`src/rtl/uart_pkg.sv`:
```
// -----------------------------------------------------------------------------
// uart_pkg
//   Shared types and constants for the UART transmit-side buffer.
//
//   tx_fifo_state_t : launch controller states. GAP is only reachable when
//                     uart_tx_fifo is built with UART_TX_FIFO_GAP_EN.
//   UART_DATA_W     : width of one UART data byte.
//   ACT_TIMEOUT     : clocks the controller waits for the transmitter to
//                     report activity after a launch before giving up.
// -----------------------------------------------------------------------------
package uart_pkg;

    localparam int UART_DATA_W = 8;
    localparam int ACT_TIMEOUT = 4;

    typedef enum logic [2:0] {
        IDLE,
        LAUNCH,
        WAIT_ACT,
        WAIT_DONE,
        GAP
    } tx_fifo_state_t;

endpackage

```
`src/rtl/uart_sync_fifo.sv`:
```
// -----------------------------------------------------------------------------
// uart_sync_fifo
//   Single-clock byte FIFO with occupancy count. A read and a write in the
//   same cycle both proceed; when full, a write is still accepted if a read
//   frees a slot in that cycle. Reads are show-ahead: rd_data always
//   presents the entry at the read pointer.
//
// Parameters
//   DEPTH   : number of entries, power of two, at least 2.
//   ADDR_W  : pointer width, derived from DEPTH.
//
// Ports
//   clk      in   clock
//   rst_n    in   synchronous active-low reset (pointers and count)
//   wr_en    in   write request
//   wr_data  in   byte to write
//   rd_en    in   read request (ignored while empty)
//   rd_data  out  entry at the read pointer
//   wr_drop  out  write requested but not accepted this cycle
//   full     out  count == DEPTH
//   empty    out  count == 0
//   count    out  occupancy, 0..DEPTH
// -----------------------------------------------------------------------------
module uart_sync_fifo
    import uart_pkg::*;
#(
    parameter int DEPTH  = 16,
    parameter int ADDR_W = $clog2(DEPTH)
) (
    input  logic                   clk,
    input  logic                   rst_n,
    input  logic                   wr_en,
    input  logic [UART_DATA_W-1:0] wr_data,
    input  logic                   rd_en,
    output logic [UART_DATA_W-1:0] rd_data,
    output logic                   wr_drop,
    output logic                   full,
    output logic                   empty,
    output logic [ADDR_W:0]        count
);

    logic [UART_DATA_W-1:0] mem [DEPTH];
    logic [ADDR_W-1:0]      wr_ptr;
    logic [ADDR_W-1:0]      rd_ptr;
    logic                   rd_ok;
    logic                   wr_ok;

    assign full  = (count == (ADDR_W+1)'(DEPTH));
    assign empty = (count == '0);

    // A read while full frees the slot the write lands in.
    assign rd_ok   = rd_en && !empty;
    assign wr_ok   = wr_en && (!full || rd_ok);
    assign wr_drop = wr_en && !wr_ok;

    assign rd_data = mem[rd_ptr];

    // NOTE: sequential state uses non-blocking assignments so every flop
    // samples pre-edge values regardless of statement order.
    always_ff @(posedge clk) begin
        if (!rst_n) begin
            wr_ptr <= '0;
            rd_ptr <= '0;
            count  <= '0;
        end else begin
            // DEPTH is a power of two, so pointers wrap by natural overflow.
            if (wr_ok) wr_ptr <= wr_ptr + 1'b1;
            if (rd_ok) rd_ptr <= rd_ptr + 1'b1;

            case ({wr_ok, rd_ok})
                2'b10:   count <= count + 1'b1;
                2'b01:   count <= count - 1'b1;
                default: count <= count;
            endcase
        end
    end

    // NOTE: storage is deliberately not reset; an entry is only ever read
    // after it has been written, so clearing it would add logic for nothing.
    always_ff @(posedge clk) begin
        if (wr_ok) mem[wr_ptr] <= wr_data;
    end

endmodule

```
`src/rtl/uart_tx_fifo.sv`:
```
// -----------------------------------------------------------------------------
// uart_tx_fifo
//   Byte buffer and launch controller placed directly in front of a UART
//   transmitter. Host bytes are queued in a synchronous FIFO; the controller
//   pops one byte at a time, pulses o_TX_DV with the byte on o_TX_Byte, and
//   waits for the transmitter to finish the frame before launching the next.
//
//   Build option UART_TX_FIFO_GAP_EN: when defined, the controller idles for
//   GAP_CLKS clocks after each frame before the next launch. When undefined
//   there is no gap state or counter and GAP_CLKS is unused.
//
// Parameters
//   DEPTH    : FIFO entries, power of two, at least 2.
//   ADDR_W   : pointer width, derived from DEPTH.
//   GAP_CLKS : inter-frame idle clocks (UART_TX_FIFO_GAP_EN only), at least 1.
//
// Ports
//   i_Clock      in   system clock
//   i_Rst_L      in   synchronous active-low reset
//   i_Wr_DV      in   write strobe, one byte per asserted cycle
//   i_Wr_Byte    in   byte written when i_Wr_DV=1
//   o_Full       out  FIFO holds DEPTH bytes
//   o_Empty      out  FIFO holds no bytes
//   o_Count      out  FIFO occupancy, 0..DEPTH
//   o_Overflow   out  one-cycle pulse after a write was dropped
//   o_TX_DV      out  one-cycle launch pulse to the transmitter
//   o_TX_Byte    out  launched byte, held until the next launch
//   i_TX_Active  in   transmitter is sending a frame
//   i_TX_Done    in   transmitter finished a frame (one-cycle pulse)
// -----------------------------------------------------------------------------
module uart_tx_fifo
    import uart_pkg::*;
#(
    parameter int DEPTH    = 16,
    parameter int ADDR_W   = $clog2(DEPTH),
    parameter int GAP_CLKS = 217
) (
    input  logic                   i_Clock,
    input  logic                   i_Rst_L,
    input  logic                   i_Wr_DV,
    input  logic [UART_DATA_W-1:0] i_Wr_Byte,
    output logic                   o_Full,
    output logic                   o_Empty,
    output logic [ADDR_W:0]        o_Count,
    output logic                   o_Overflow,
    output logic                   o_TX_DV,
    output logic [UART_DATA_W-1:0] o_TX_Byte,
    input  logic                   i_TX_Active,
    input  logic                   i_TX_Done
);

    localparam int                ACT_W    = $clog2(ACT_TIMEOUT);
    localparam logic [ACT_W-1:0]  ACT_LAST = ACT_W'(ACT_TIMEOUT - 1);

`ifdef UART_TX_FIFO_GAP_EN
    localparam tx_fifo_state_t AFTER_FRAME = GAP;
`else
    localparam tx_fifo_state_t AFTER_FRAME = IDLE;
`endif

    tx_fifo_state_t         state;
    tx_fifo_state_t         next_state;
    logic                   pop;
    logic                   wr_drop;
    logic [UART_DATA_W-1:0] fifo_data;
    logic [ACT_W-1:0]       act_cnt;
    logic                   tx_active_q;

    uart_sync_fifo #(
        .DEPTH  (DEPTH),
        .ADDR_W (ADDR_W)
    ) u_fifo (
        .clk     (i_Clock),
        .rst_n   (i_Rst_L),
        .wr_en   (i_Wr_DV),
        .wr_data (i_Wr_Byte),
        .rd_en   (pop),
        .rd_data (fifo_data),
        .wr_drop (wr_drop),
        .full    (o_Full),
        .empty   (o_Empty),
        .count   (o_Count)
    );

`ifdef UART_TX_FIFO_GAP_EN
    localparam int GAP_W = (GAP_CLKS > 1) ? $clog2(GAP_CLKS) : 1;

    logic [GAP_W-1:0] gap_cnt;

    // Loaded on entry to GAP and counted down to zero; GAP therefore lasts
    // exactly GAP_CLKS cycles.
    always_ff @(posedge i_Clock) begin
        if (!i_Rst_L) begin
            gap_cnt <= '0;
        end else if (state == WAIT_DONE && next_state == GAP) begin
            gap_cnt <= GAP_W'(GAP_CLKS - 1);
        end else if (state == GAP && gap_cnt != '0) begin
            gap_cnt <= gap_cnt - 1'b1;
        end
    end
`endif

    // NOTE: every signal written here gets a default first, so no path
    // through the case leaves it unassigned and no latch is inferred.
    always_comb begin
        next_state = state;
        pop        = 1'b0;

        case (state)
            // o_Empty is registered, so a byte written this cycle cannot be
            // popped until the next one. !i_TX_Active also holds off a launch
            // while a frame begun before a reset is still on the line.
            IDLE: begin
                if (!o_Empty && !i_TX_Active) begin
                    pop        = 1'b1;
                    next_state = LAUNCH;
                end
            end

            LAUNCH: next_state = WAIT_ACT;

            // A transmitter that never goes active loses the byte; there is
            // no retry.
            WAIT_ACT: begin
                if (i_TX_Active) begin
                    next_state = WAIT_DONE;
                end else if (act_cnt == ACT_LAST) begin
                    next_state = IDLE;
                end
            end

            WAIT_DONE: begin
                if (i_TX_Done || (tx_active_q && !i_TX_Active)) begin
                    next_state = AFTER_FRAME;
                end
            end

`ifdef UART_TX_FIFO_GAP_EN
            GAP: begin
                if (gap_cnt == '0) next_state = IDLE;
            end
`endif

            default: next_state = IDLE;
        endcase
    end

    always_ff @(posedge i_Clock) begin
        if (!i_Rst_L) begin
            state       <= IDLE;
            o_TX_DV     <= 1'b0;
            o_TX_Byte   <= '0;
            o_Overflow  <= 1'b0;
            act_cnt     <= '0;
            tx_active_q <= 1'b0;
        end else begin
            state       <= next_state;
            o_TX_DV     <= pop;
            o_Overflow  <= wr_drop;
            tx_active_q <= i_TX_Active;
            if (pop) o_TX_Byte <= fifo_data;
            // Counts cycles spent in WAIT_ACT; cleared everywhere else.
            act_cnt     <= (state == WAIT_ACT) ? act_cnt + 1'b1 : '0;
        end
    end

endmodule

```
`config.mk`:
```
export PLATFORM = sky130hd
export DESIGN_NAME = uart_tx_fifo
export DESIGN_NICKNAME = d
export VERILOG_FILES = /design/src/rtl/uart_pkg.sv /design/src/rtl/uart_sync_fifo.sv /design/src/rtl/uart_tx_fifo.sv
export SDC_FILE = /design/constraint.sdc
export NUM_CORES = 1
export LEC_CHECK = 0
export BUFFER_PORTS_ARGS = -buffer_cell sky130_fd_sc_hd__buf_4
export CORE_ASPECT_RATIO = 0.9
export CORE_MARGIN = 2
export CORE_UTILIZATION = 30
export DETAILED_ROUTE_END_ITERATION = 12
export GPL_ROUTABILITY_DRIVEN = 0
export PLACE_DENSITY_LB_ADDON = 0.2
export SLEW_MARGIN = 20
export SYNTH_ARGS = -nofsm -noshare
export SYNTH_HDL_FRONTEND = slang
export SYNTH_SLANG_ARGS = --single-unit
```
`constraint.sdc`:
```
create_clock -name i_Clock -period 8.8 [get_ports i_Clock]
set_clock_uncertainty 0.2 [all_clocks]
set_input_delay 0.88 -clock i_Clock [delete_from_list [all_inputs] [get_ports i_Clock]]
set_output_delay 0.88 -clock i_Clock [all_outputs]
set_load 0.05 [all_outputs]
```
==> results.py, run 1 <==
metrics = {
    "cts": {
        "cts_max_level": 4,
        "cts_resized": 0,
        "cts_hold_buf": 0,
        "root_buffer": "clkbuf_16",
        "cts.sinks": 156,
        "clkSlewWorstSetupHoldPaths_ns": 0.07,
        "postCtsSetupRepairBufs": 0,
        "cts_buffers": 17,
        "worstSkewPairLatency_ns": 0.44,
        "cts_buffer_depth": 2,
        "cts_tree": "yes",
    },
    "sta": {
        "max_slew.worst_pin.slew_ns": 0.874,
        "slew_headroom_pct": 41.4,
        "setup-violations-final": 0,
        "post-route-min-period_ns": 3.57,
        "final_max_slew_viol_count": 0,
        "rsz0062_at_grt": "no",
        "max_freq_mhz": 280,
        "fin_setup_tns_ns": 0,
        "finalHoldViolations": 0,
        "fin_crit_sh_pct": 40.6,
    },
    "place": {
        "port-buffer-count": 29,
        "dp_hpwl_mm": 8.99,
        "dp.cells": 692,
        "placed_area_um2": 6760,
    },
    "finish": {
        "final_cells": 724,
        "final_area_um2": 7340,
        "nNetsFinal": 474,
        "area_growth_syn_to_layout_pct": 17.0,
        "drive_gt1_share_pct": 16.4,
        "fin_util_pct": 35.6,
        "diodes": 0,
    },
    "critical_path": {
        "cp.arrival_ns": 3.69,
        "timing.rr.start": "state[1]$_SDFFE_PN0P_",
        "cp_max_fo": 5,
        "path_cells": "buf_4, or3_4, a211oi_1, inv_1, fa_1, nand2b_1, a21oi_1, nand3_1, o311a_1, o31a_1",
        "setup.worst_path.start": "i_TX_Active",
        "cp_slowest_cell": "a211oi_1",
        "crit_type": "in -> reg",
        "cp-start-kind": "input port",
        "end_kind": "flop",
        "cp_slowest_stage_delay_ns": 0.74,
        "cp.required_ns": 8.92,
    },
    "drt": {
        "vias_per_cell": 4.82,
        "routedWlPerCell_um": 19.3,
        "drtPass1Iterations": 4,
        "totalWireLength_mm": 14.0,
        "drt_iter0_drc": 289,
        "antenna_left": 0,
        "route.vias.total": 3489,
        "drc_errors": 0,
    },
    "yosys": {
        "synth_edf_count": 128,
        "synth_area_um2": 6280,
        "syn_area_per_cell_um2": 14.9,
        "async_flop_share_pct": 0,
        "synth_nets": 444,
        "yosysUniqueCellTypes": 40,
        "synth_seq_cells": 156,
        "seq_area_frac_synth_pct": 70.2,
        "synth-warning-count": 0,
        "synthCells": 421,
        "synth-main-ff-cell": "edfxtp_1",
    },
    "die": {
        "die_w_um": 156,
        "core_um2": 20600,
        "io_pins": 30,
        "fp.dieArea_um2": 22100,
        "rows": 50,
        "start_util_pct": 30.4,
        "die_h_um": 141,
    },
    "global_routing": {
        "overflow": 0,
        "antenna_found_initial": 0,
        "grt_pass1_wl_mm": 21.4,
        "grt_usage_pct": 13.5,
        "first_global_vias": 3410,
        "grt_max_degree": 41,
    },
    "min_path": {
        "holdCritStartpoint": "act_cnt[0]$_SDFF_PN0_",
        "hold_path.class": "reg -> reg",
    },
    "pwr": {
        "max-vdd-ir-drop_uv": 115,
        "power_density_nw_per_um2": 277,
        "p_leak_nw": 2.34,
    },
    "status": {
        "outcome": "completed",
    },
    "job": {
        "drv_cap": 0,
    },
}
[metal layers]
layer | wire length [um] | vias to the layer above | track usage (%)
li1 | - | 1670 | -
met1 | 6800 | 1743 | 19.2
met2 | 6400 | 65 | 20.0
met3 | 651 | 11 | 3.23
met4 | 146 | 0 | 5.21
met5 | 0 | - | 0
[cell type report]
| type | count | area (um^2) |
|---|---|---|
| clock buffer | 17 | 425 |
| clock inverter | 15 | 159 |
| fill | 1966 | 13300 |
| inverter | 9 | 33.8 |
| multi-input combinational | 234 | 1740 |
| sequential | 156 | 4410 |
| tap | 260 | 325 |
| timing repair buffer | 33 | 248 |
[worst max-delay path, delay by kind of cell]
| family | cells | cell delay [ns] |
|---|---|---|
| AOI/OAI and AO/OA | 4 | 1.45 |
| and+or+nand+nor | 3 | 0.69 |
| adders and majority gates | 1 | 0.41 |
| buffers and inverters | 2 | 0.24 |
[report_power, final]
part / internal (mW) / switching, mW / total, mW / leakage, nW
clock network: 0.400 / 0.320 / 0.720 / 0.275
registers: 0.847 / 0.0453 / 0.893 / 1.39
logic: 0.137 / 0.286 / 0.423 / 0.678
total: 1.38 / 0.651 / 2.03 / 2.34
[cell families (layout without fill, tap and decap cells)]
group,Yosys count,count (layout),synth area share (%)
fa+ha+maj,10,10,2.11
buf+inv,31,74,2.21
simple gates,82,82,7.28
flops,156,156,70.2
mux,64,64,10.2
compound gates,70,70,6.90
xor+xnor,8,8,1.12
[synth_stat cells, types with 10 or more instances]
cell type  number  share of area [%]
edfxtp_1      128                 61
nor2_1         19                1.1
o21ai_0        14                1.1
nand2_1        12               0.72
mux2i_1        64                 10
dfxtp_1        28                8.9
a21oi_1        15                1.2
clkbuf_1       10               0.60
o22ai_1        32                3.2
[layout by cell type, fill, tap and decap left out, types with 3 or more instances in the layout]
| cell type | instances |
|---|---|
| a21oi_1 | 15 |
| and2_1 | 9 |
| buf_4 | 33 |
| clkbuf_16 | 17 |
| clkinvlp_4 | 4 |
| dfxtp_1 | 27 |
| edfxtp_1 | 128 |
| ha_1 | 9 |
| inv_1 | 9 |
| inv_6 | 4 |
| inv_8 | 3 |
| mux2i_1 | 64 |
| nand2_1 | 12 |
| nand2b_1 | 5 |
| nand3_1 | 6 |
| nand3b_1 | 3 |
| nor2_1 | 19 |
| nor3_1 | 4 |
| nor4_1 | 9 |
| o21ai_0 | 14 |
| o22ai_1 | 32 |
| xnor2_1 | 8 |
[path summary, 6_finish.rpt]
check,end,depth (start not counted),slack (ns)
max,u_fifo.count[4]$_SDFFE_PN0P_,10,5.23
min,act_cnt[0]$_SDFF_PN0_,1,0.23
max reg2reg,u_fifo.count[4]$_SDFFE_PN0P_,9,5.36
min reg2reg,act_cnt[0]$_SDFF_PN0_,1,0.23
[registers in the layout, summed over array words and instances (netlist names)]
name and count:
o_Overflow 1, o_TX_DV 1, u_fifo.wr_ptr 4, tx_active_q 1, o_TX_Byte 8, u_fifo.mem 128
u_fifo.rd_ptr 4, act_cnt 2, u_fifo.count 5, state 2
[metrics by stage]
stage          hold WS (ns)  total power, mW  setup WS (ns)
2_1_floorplan         0.206             1.19           5.32
3_3_place_gp          0.219             1.33           5.01
3_5_place_dp          0.226             1.34           4.83
4_1_cts               0.236             2.06           5.28
5_1_grt               0.260             2.13           4.99
6_report              0.231             2.03           5.23
(Power assumes the default switching activity.)
==> run 2: changes to the inputs <==
ABC_AREA = 1   (was unset)
clock period = 3.1 ns   (was 8.8 ns; I/O delays follow)
==> results.py, run 2 <==
metrics = {
    "status": {
        "outcome": "completed",
    },
    "pwr": {
        "power_frac_seq_pct": 37.9,
        "p_sw_mw": 2.45,
        "switching_share_pct": 36.6,
        "power_density_nw_per_um2": 876,
        "intPower_mw": 4.24,
        "clock_power_share_pct": 30.2,
        "pwr-share-comb_pct": 32.0,
        "p_leak_nw": 2.79,
        "max-vdd-ir-drop_uv": 394,
    },
    "finish": {
        "top_register": "u_fifo.mem",
        "fill_cells": 2217,
        "area_growth_syn_to_layout_pct": 16.1,
        "drive_gt1_share_pct": 13.0,
        "largest_reg_flops": 128,
        "nNetsFinal": 656,
        "multi_input_comb_area_um2": 1880,
        "register_area_um2": 4410,
        "diodes": 0,
        "final_area_um2": 7630,
        "final_common_cell": "nor2_1",
        "top_regs": "u_fifo.mem (128), o_TX_Byte (8), u_fifo.count (5)",
        "most-common-layout-cells": "nor2_1 (140), edfxtp_1 (128), nand2_1 (65), nand3_1 (65), o21ai_1 (36)",
    },
    "die": {
        "start_util_pct": 30.5,
        "fp.dieArea_um2": 23100,
        "io_pins": 30,
        "die_w_um": 160,
        "rows": 51,
        "core_um2": 21600,
        "die_h_um": 144,
    },
    "job": {
        "drv_cap": 0,
    },
    "cts": {
        "postCtsSetupRepairBufs": 0,
        "clkSlewWorstSetupHoldPaths_ns": 0.06,
        "root_buffer": "clkbuf_16",
        "cts_tree": "yes",
        "cts_buffers": 17,
        "worstSkewPairLatency_ns": 0.42,
        "cts.sinks": 156,
        "cts_max_level": 4,
        "cts_buffer_depth": 2,
    },
    "yosys": {
        "synth-warning-count": 0,
        "synth-main-ff-cell": "edfxtp_1",
        "synthCells": 607,
        "synth_nets": 630,
        "yosysUniqueCellTypes": 34,
        "seq_area_frac_synth_pct": 67.0,
        "synth_top_area_cell": "edfxtp_1",
        "synth_area_um2": 6580,
        "synth_seq_cells": 156,
        "synth_most_common_cell": "nor2_1",
        "yosys-top-cells-count": "nor2_1 (140), edfxtp_1 (128), nand2_1 (65), nand3_1 (65), o21ai_1 (36)",
        "syn_area_per_cell_um2": 10.8,
        "synth_top_area_share_pct": 58.5,
        "synth_area_leaders": "edfxtp_1 (58%), dfxtp_1 (8.5%), nor2_1 (8.0%)",
        "synth_edf_count": 128,
        "async_flop_share_pct": 0,
    },
    "drt": {
        "totalWireLength_mm": 16.6,
        "antenna_left": 0,
        "drtPass1Iterations": 5,
        "routedWlPerCell_um": 17.7,
        "route.vias.total": 4416,
        "drt_iter0_drc": 393,
        "drc_errors": 0,
        "vias_per_cell": 4.71,
    },
    "sta": {
        "slew_headroom_pct": 53.3,
        "max_slew.worst_pin.slew_ns": 0.698,
        "fin_crit_sh_pct": 81.6,
        "final_max_slew_viol_count": 0,
        "rsz0062_at_grt": "no",
        "max_freq_mhz": 395,
        "post-route-min-period_ns": 2.53,
        "fin_setup_tns_ns": 0,
        "setup-violations-final": 0,
        "finalHoldViolations": 0,
    },
    "place": {
        "dp_hpwl_mm": 11.1,
        "placed_area_um2": 7050,
        "port-buffer-count": 29,
    },
    "critical_path": {
        "cp.required_ns": 2.95,
        "cp-start-kind": "input port",
        "crit_type": "in -> reg",
        "r2r_cells": 8,
        "timing.rr.start": "u_fifo.count[4]$_SDFFE_PN0P_",
        "cp.arrival_ns": 2.38,
        "setup.worst_path.start": "i_TX_Active",
        "rrSetupSlack_ns": 0.72,
        "worstReg2RegEnd": "u_fifo.mem[12][2]$_DFFE_PP_",
        "cp_max_fo": 9,
        "crit_path_end": "u_fifo.mem[12][2]$_DFFE_PP_",
        "end_kind": "flop",
    },
    "min_path": {
        "hold_path.class": "in -> reg",
    },
    "global_routing": {
        "grt_max_degree": 66,
        "antenna_found_initial": 0,
        "overflow": 0,
        "first_global_vias": 4520,
        "grt_usage_pct": 14.9,
        "grt_pass1_wl_mm": 25.4,
    },
}
-- run 2: how the worst min path moves through the flow --
stage                     startpoint               endpoint  slack (ns)  cells past startpoint
6_report                     i_Wr_DV  o_Overflow$_SDFF_PN0_        0.01                      3
5_1_grt                      i_Wr_DV  o_Overflow$_SDFF_PN0_       0.002                      3
4_1_cts                      i_Wr_DV  o_Overflow$_SDFF_PN0_      0.0001                      3
3_5_place_dp   act_cnt[0]$_SDFF_PN0_  act_cnt[0]$_SDFF_PN0_        0.23                      1
3_3_place_gp   act_cnt[0]$_SDFF_PN0_  act_cnt[0]$_SDFF_PN0_        0.21                      1
2_1_floorplan  act_cnt[0]$_SDFF_PN0_  act_cnt[0]$_SDFF_PN0_        0.20                      1
-- run 2: per-stage QoR --
step           utilization (%)  hold WS, ns  setup slack, ns  std cells  power [mW]
2_1_floorplan                -        0.197            0.636        607        4.16
3_3_place_gp              32.7        0.207            0.806        904        4.71
3_5_place_dp              32.7        0.226            0.676        904        4.72
4_1_cts                   35.4    0.0000975            0.561        937        6.74
5_1_grt                   35.4      0.00176            0.425        937        7.06
6_report                  35.4       0.0148            0.571        937        6.69
-- run 2: layout make-up --
cell class | count | share of cell area, %
flip-flops and latches | 156 | 57.7
multi-input cells | 390 | 24.7
clock buffers | 18 | 5.62
well taps | 291 | 4.77
repair buffers | 35 | 3.64
clock inverters | 14 | 1.90
inverters | 33 | 1.69
-- run 2: per-layer routing --
layer	vias up	GRT usage (%)	part of all wire [%]
met5	-	0	0
met4	0	5.31	1.7
met3	25	2.93	4.0
met2	102	24.8	48
met1	2152	19.5	47
li1	2137	-	-
-- run 2: kinds of logic (layout without fill, tap and decap cells) --
group | count (synthesis) | count (layout) | synth area share, %
XOR/XNOR | 4 | 4 | 0.533
AND/OR/NAND/NOR | 287 | 287 | 18.9
adder cells (fa/ha/maj) | 10 | 10 | 2.02
flip-flops | 156 | 156 | 67.0
AO/OA/AOI/OAI | 89 | 89 | 7.19
buffers and inverters | 61 | 100 | 4.36
-- run 2: what timing repair did --
item / 4_1_cts / 5_1_grt
hold buffers: 1 / 0
resized for setup: 0 / 0
hold endpoints to repair: 1 / 0
endpoints found under the setup margin: 0 / 0
-- run 2: power by group through the flow --
stage	Clock (mW)	Sequential (mW)	Combinational, mW
after global placement	0	2.57	2.14
after floorplan	0	2.79	1.37
after global routing	2.14	2.55	2.38
final	2.02	2.53	2.14
after detailed placement	0	2.58	2.15
after CTS	2.05	2.53	2.15
-- run 2: critical path, stage by stage --
cell	delay, ns
dlygate4sd3_1	0.54
buf_4	0.14
inv_1	0.17
nand3_4	0.18
nand2_2	0.13
nand2_4	0.09
inv_4	0.10
nand2_2	0.14
nor2_1	0.57
==> run 3: changes to the inputs <==
ABC_AREA = 0   (was 1)
clock period = 2.1 ns   (was 3.1 ns; I/O delays follow)
==> results.py, run 3 (synthesis results as in run 1) <==
metrics = {
    "die": {
        "io_pins": 30,
        "die_w_um": 156,
        "core_um2": 20600,
        "die_h_um": 141,
        "start_util_pct": 30.4,
        "rows": 50,
        "fp.dieArea_um2": 22100,
    },
    "sta": {
        "post-route-min-period_ns": 2.43,
        "final_critical_path_setup_slack_ns": -0.335,
        "max_slew.worst_pin.slew_ns": 0.466,
        "whs_ns": 0.0277,
        "setup-violations-final": 51,
        "finalHoldViolations": 0,
        "fin_crit_sh_pct": 116,
        "slew_headroom_pct": 68.9,
        "max_freq_mhz": 411,
        "final_max_slew_viol_count": 0,
        "rsz0062_at_grt": "yes",
    },
    "critical_path": {
        "cp-start-kind": "flop",
        "cp.required_ns": 2.21,
        "cp_max_fo": 4,
        "cp_slowest_stage_delay_ns": 0.39,
        "setup.worst_path.start": "state[0]$_SDFFE_PN0P_",
        "cp_top_family": "compound AO/OA/AOI/OAI gates",
        "timing.rr.start": "state[0]$_SDFFE_PN0P_",
        "crit_type": "reg -> reg",
        "end_kind": "flop",
        "cp.arrival_ns": 2.55,
        "crit_buf_inv": 1,
        "path_cells": "or3_4, a211oi_4, inv_1, fa_2, nand2b_4, a21oi_4, nand3_2, o311a_1, o31a_1",
        "cp_slowest_cell": "or3_4",
    },
    "finish": {
        "drive_gt1_share_pct": 30.4,
        "fill_cells": 1915,
        "most-common-layout-cells": "edfxtp_1 (128), buf_4 (68), mux2i_1 (64)",
        "nNetsFinal": 539,
        "multi_input_comb_area_um2": 1980,
        "area_growth_syn_to_layout_pct": 30.5,
        "final_area_um2": 8190,
        "diodes": 0,
        "top_register": "u_fifo.mem",
        "final_common_cell": "edfxtp_1",
        "largest_reg_flops": 128,
        "top_regs": "u_fifo.mem (128), o_TX_Byte (8), u_fifo.count (5)",
        "register_area_um2": 4430,
    },
    "global_routing": {
        "antenna_found_initial": 0,
        "grt_max_degree": 32,
        "overflow": 0,
        "grt_pass1_wl_mm": 22.1,
        "grt_usage_pct": 13.9,
        "first_global_vias": 3860,
    },
    "pwr": {
        "clock_power_share_pct": 31.9,
        "pwr-share-comb_pct": 27.0,
        "power_density_nw_per_um2": 1110,
        "finalPower_mw": 9.10,
        "p_sw_mw": 2.83,
        "intPower_mw": 6.26,
        "power_frac_seq_pct": 41.0,
        "switching_share_pct": 31.1,
        "max-vdd-ir-drop_uv": 423,
        "p_leak_nw": 2.71,
    },
    "drt": {
        "drc_errors": 0,
        "antenna_left": 0,
        "totalWireLength_mm": 14.3,
        "drtPass1Iterations": 4,
        "route.vias.total": 3700,
        "drt_iter0_drc": 230,
        "vias_per_cell": 4.69,
        "routedWlPerCell_um": 18.1,
    },
    "min_path": {
        "hold_path.class": "in -> reg",
        "holdCritStartpoint": "i_Wr_DV",
    },
    "job": {
        "drv_cap": 0,
    },
    "cts": {
        "cts_max_level": 4,
        "cts_buffer_depth": 2,
        "cts.sinks": 156,
        "cts_tree": "yes",
        "root_buffer": "clkbuf_16",
        "clkSlewWorstSetupHoldPaths_ns": 0.07,
        "worstSkewPairLatency_ns": 0.43,
        "cts_buffers": 17,
    },
    "place": {
        "port-buffer-count": 29,
        "placed_area_um2": 7170,
        "dp_hpwl_mm": 9.63,
    },
    "status": {
        "outcome": "finished, violations left",
        "violations": "negative setup slack",
    },
}
run 3: final timing paths:
kind	to	slack [ns]	cells past startpoint
setup / recovery	u_fifo.count[4]$_SDFFE_PN0P_	-0.33	9
hold / removal	u_fifo.count[2]$_SDFFE_PN0P_	0.03	3
setup reg to reg	u_fifo.count[4]$_SDFFE_PN0P_	-0.33	9
hold reg to reg	act_cnt[0]$_SDFF_PN0_	0.24	1
run 3: area by class of cell:
| type | count | share of cell area (%) |
|---|---|---|
| Inverter | 9 | 0.413 |
| Clock buffer | 19 | 5.41 |
| Multi-Input combinational cell | 234 | 24.1 |
| Sequential cell | 156 | 54.1 |
| Timing Repair Buffer | 98 | 10.6 |
| Clock inverter | 13 | 1.42 |
| Tap cell | 260 | 3.97 |
run 3: repair_timing:
item                                    CTS  global route
cloned                                    0             0
setup buffers                            13             0
endpoints found under the hold margin   134             0
pin swaps                                 9             2
endpoints found under the setup margin  135            87
hold buffers                             13             0
resized for setup                        36            10
run 3: worst register-to-register path: stages, from the launching register on:
cell and delay, ns:
dfxtp_2 0.33, or3_4 0.39, a211oi_4 0.18, inv_1 0.08, fa_2 0.34, nand2b_4 0.16, a21oi_4 0.16, nand3_2 0.09
o311a_1 0.13, o31a_1 0.27
run 3: layer usage:
metal  track usage [%]  part of all wire (%)  vias up
li1                  -                     -     1809
met1              18.6                    48     1835
met2              22.0                    48       43
met3              3.04                   2.2       13
met4              5.36                   1.6        0
met5                 0                     0        -
run 3: per-stage QoR:
stage                     setup TNS [ns]  instances  utilization, %  setup WS, ns
after floorplan                   -0.592        421               -        -0.434
after global placement            -24.43        731            34.8        -0.390
after detailed placement          -25.89        731            34.8        -0.428
after CTS                          -2.26        789            39.4        -0.346
after global routing               -6.41        789            39.7        -0.421
final                              -3.80        789            39.7        -0.335
run 3: power by group through the flow:
stage | Sequential (mW) | Clock [mW] | Combinational, mW
floorplan | 4.18 | 0 | 0.937
global placement | 3.79 | 0 | 2.19
detailed placement | 3.80 | 0 | 2.19
CTS | 3.74 | 2.96 | 2.44
global route | 3.76 | 3.09 | 2.64
finish | 3.73 | 2.90 | 2.46
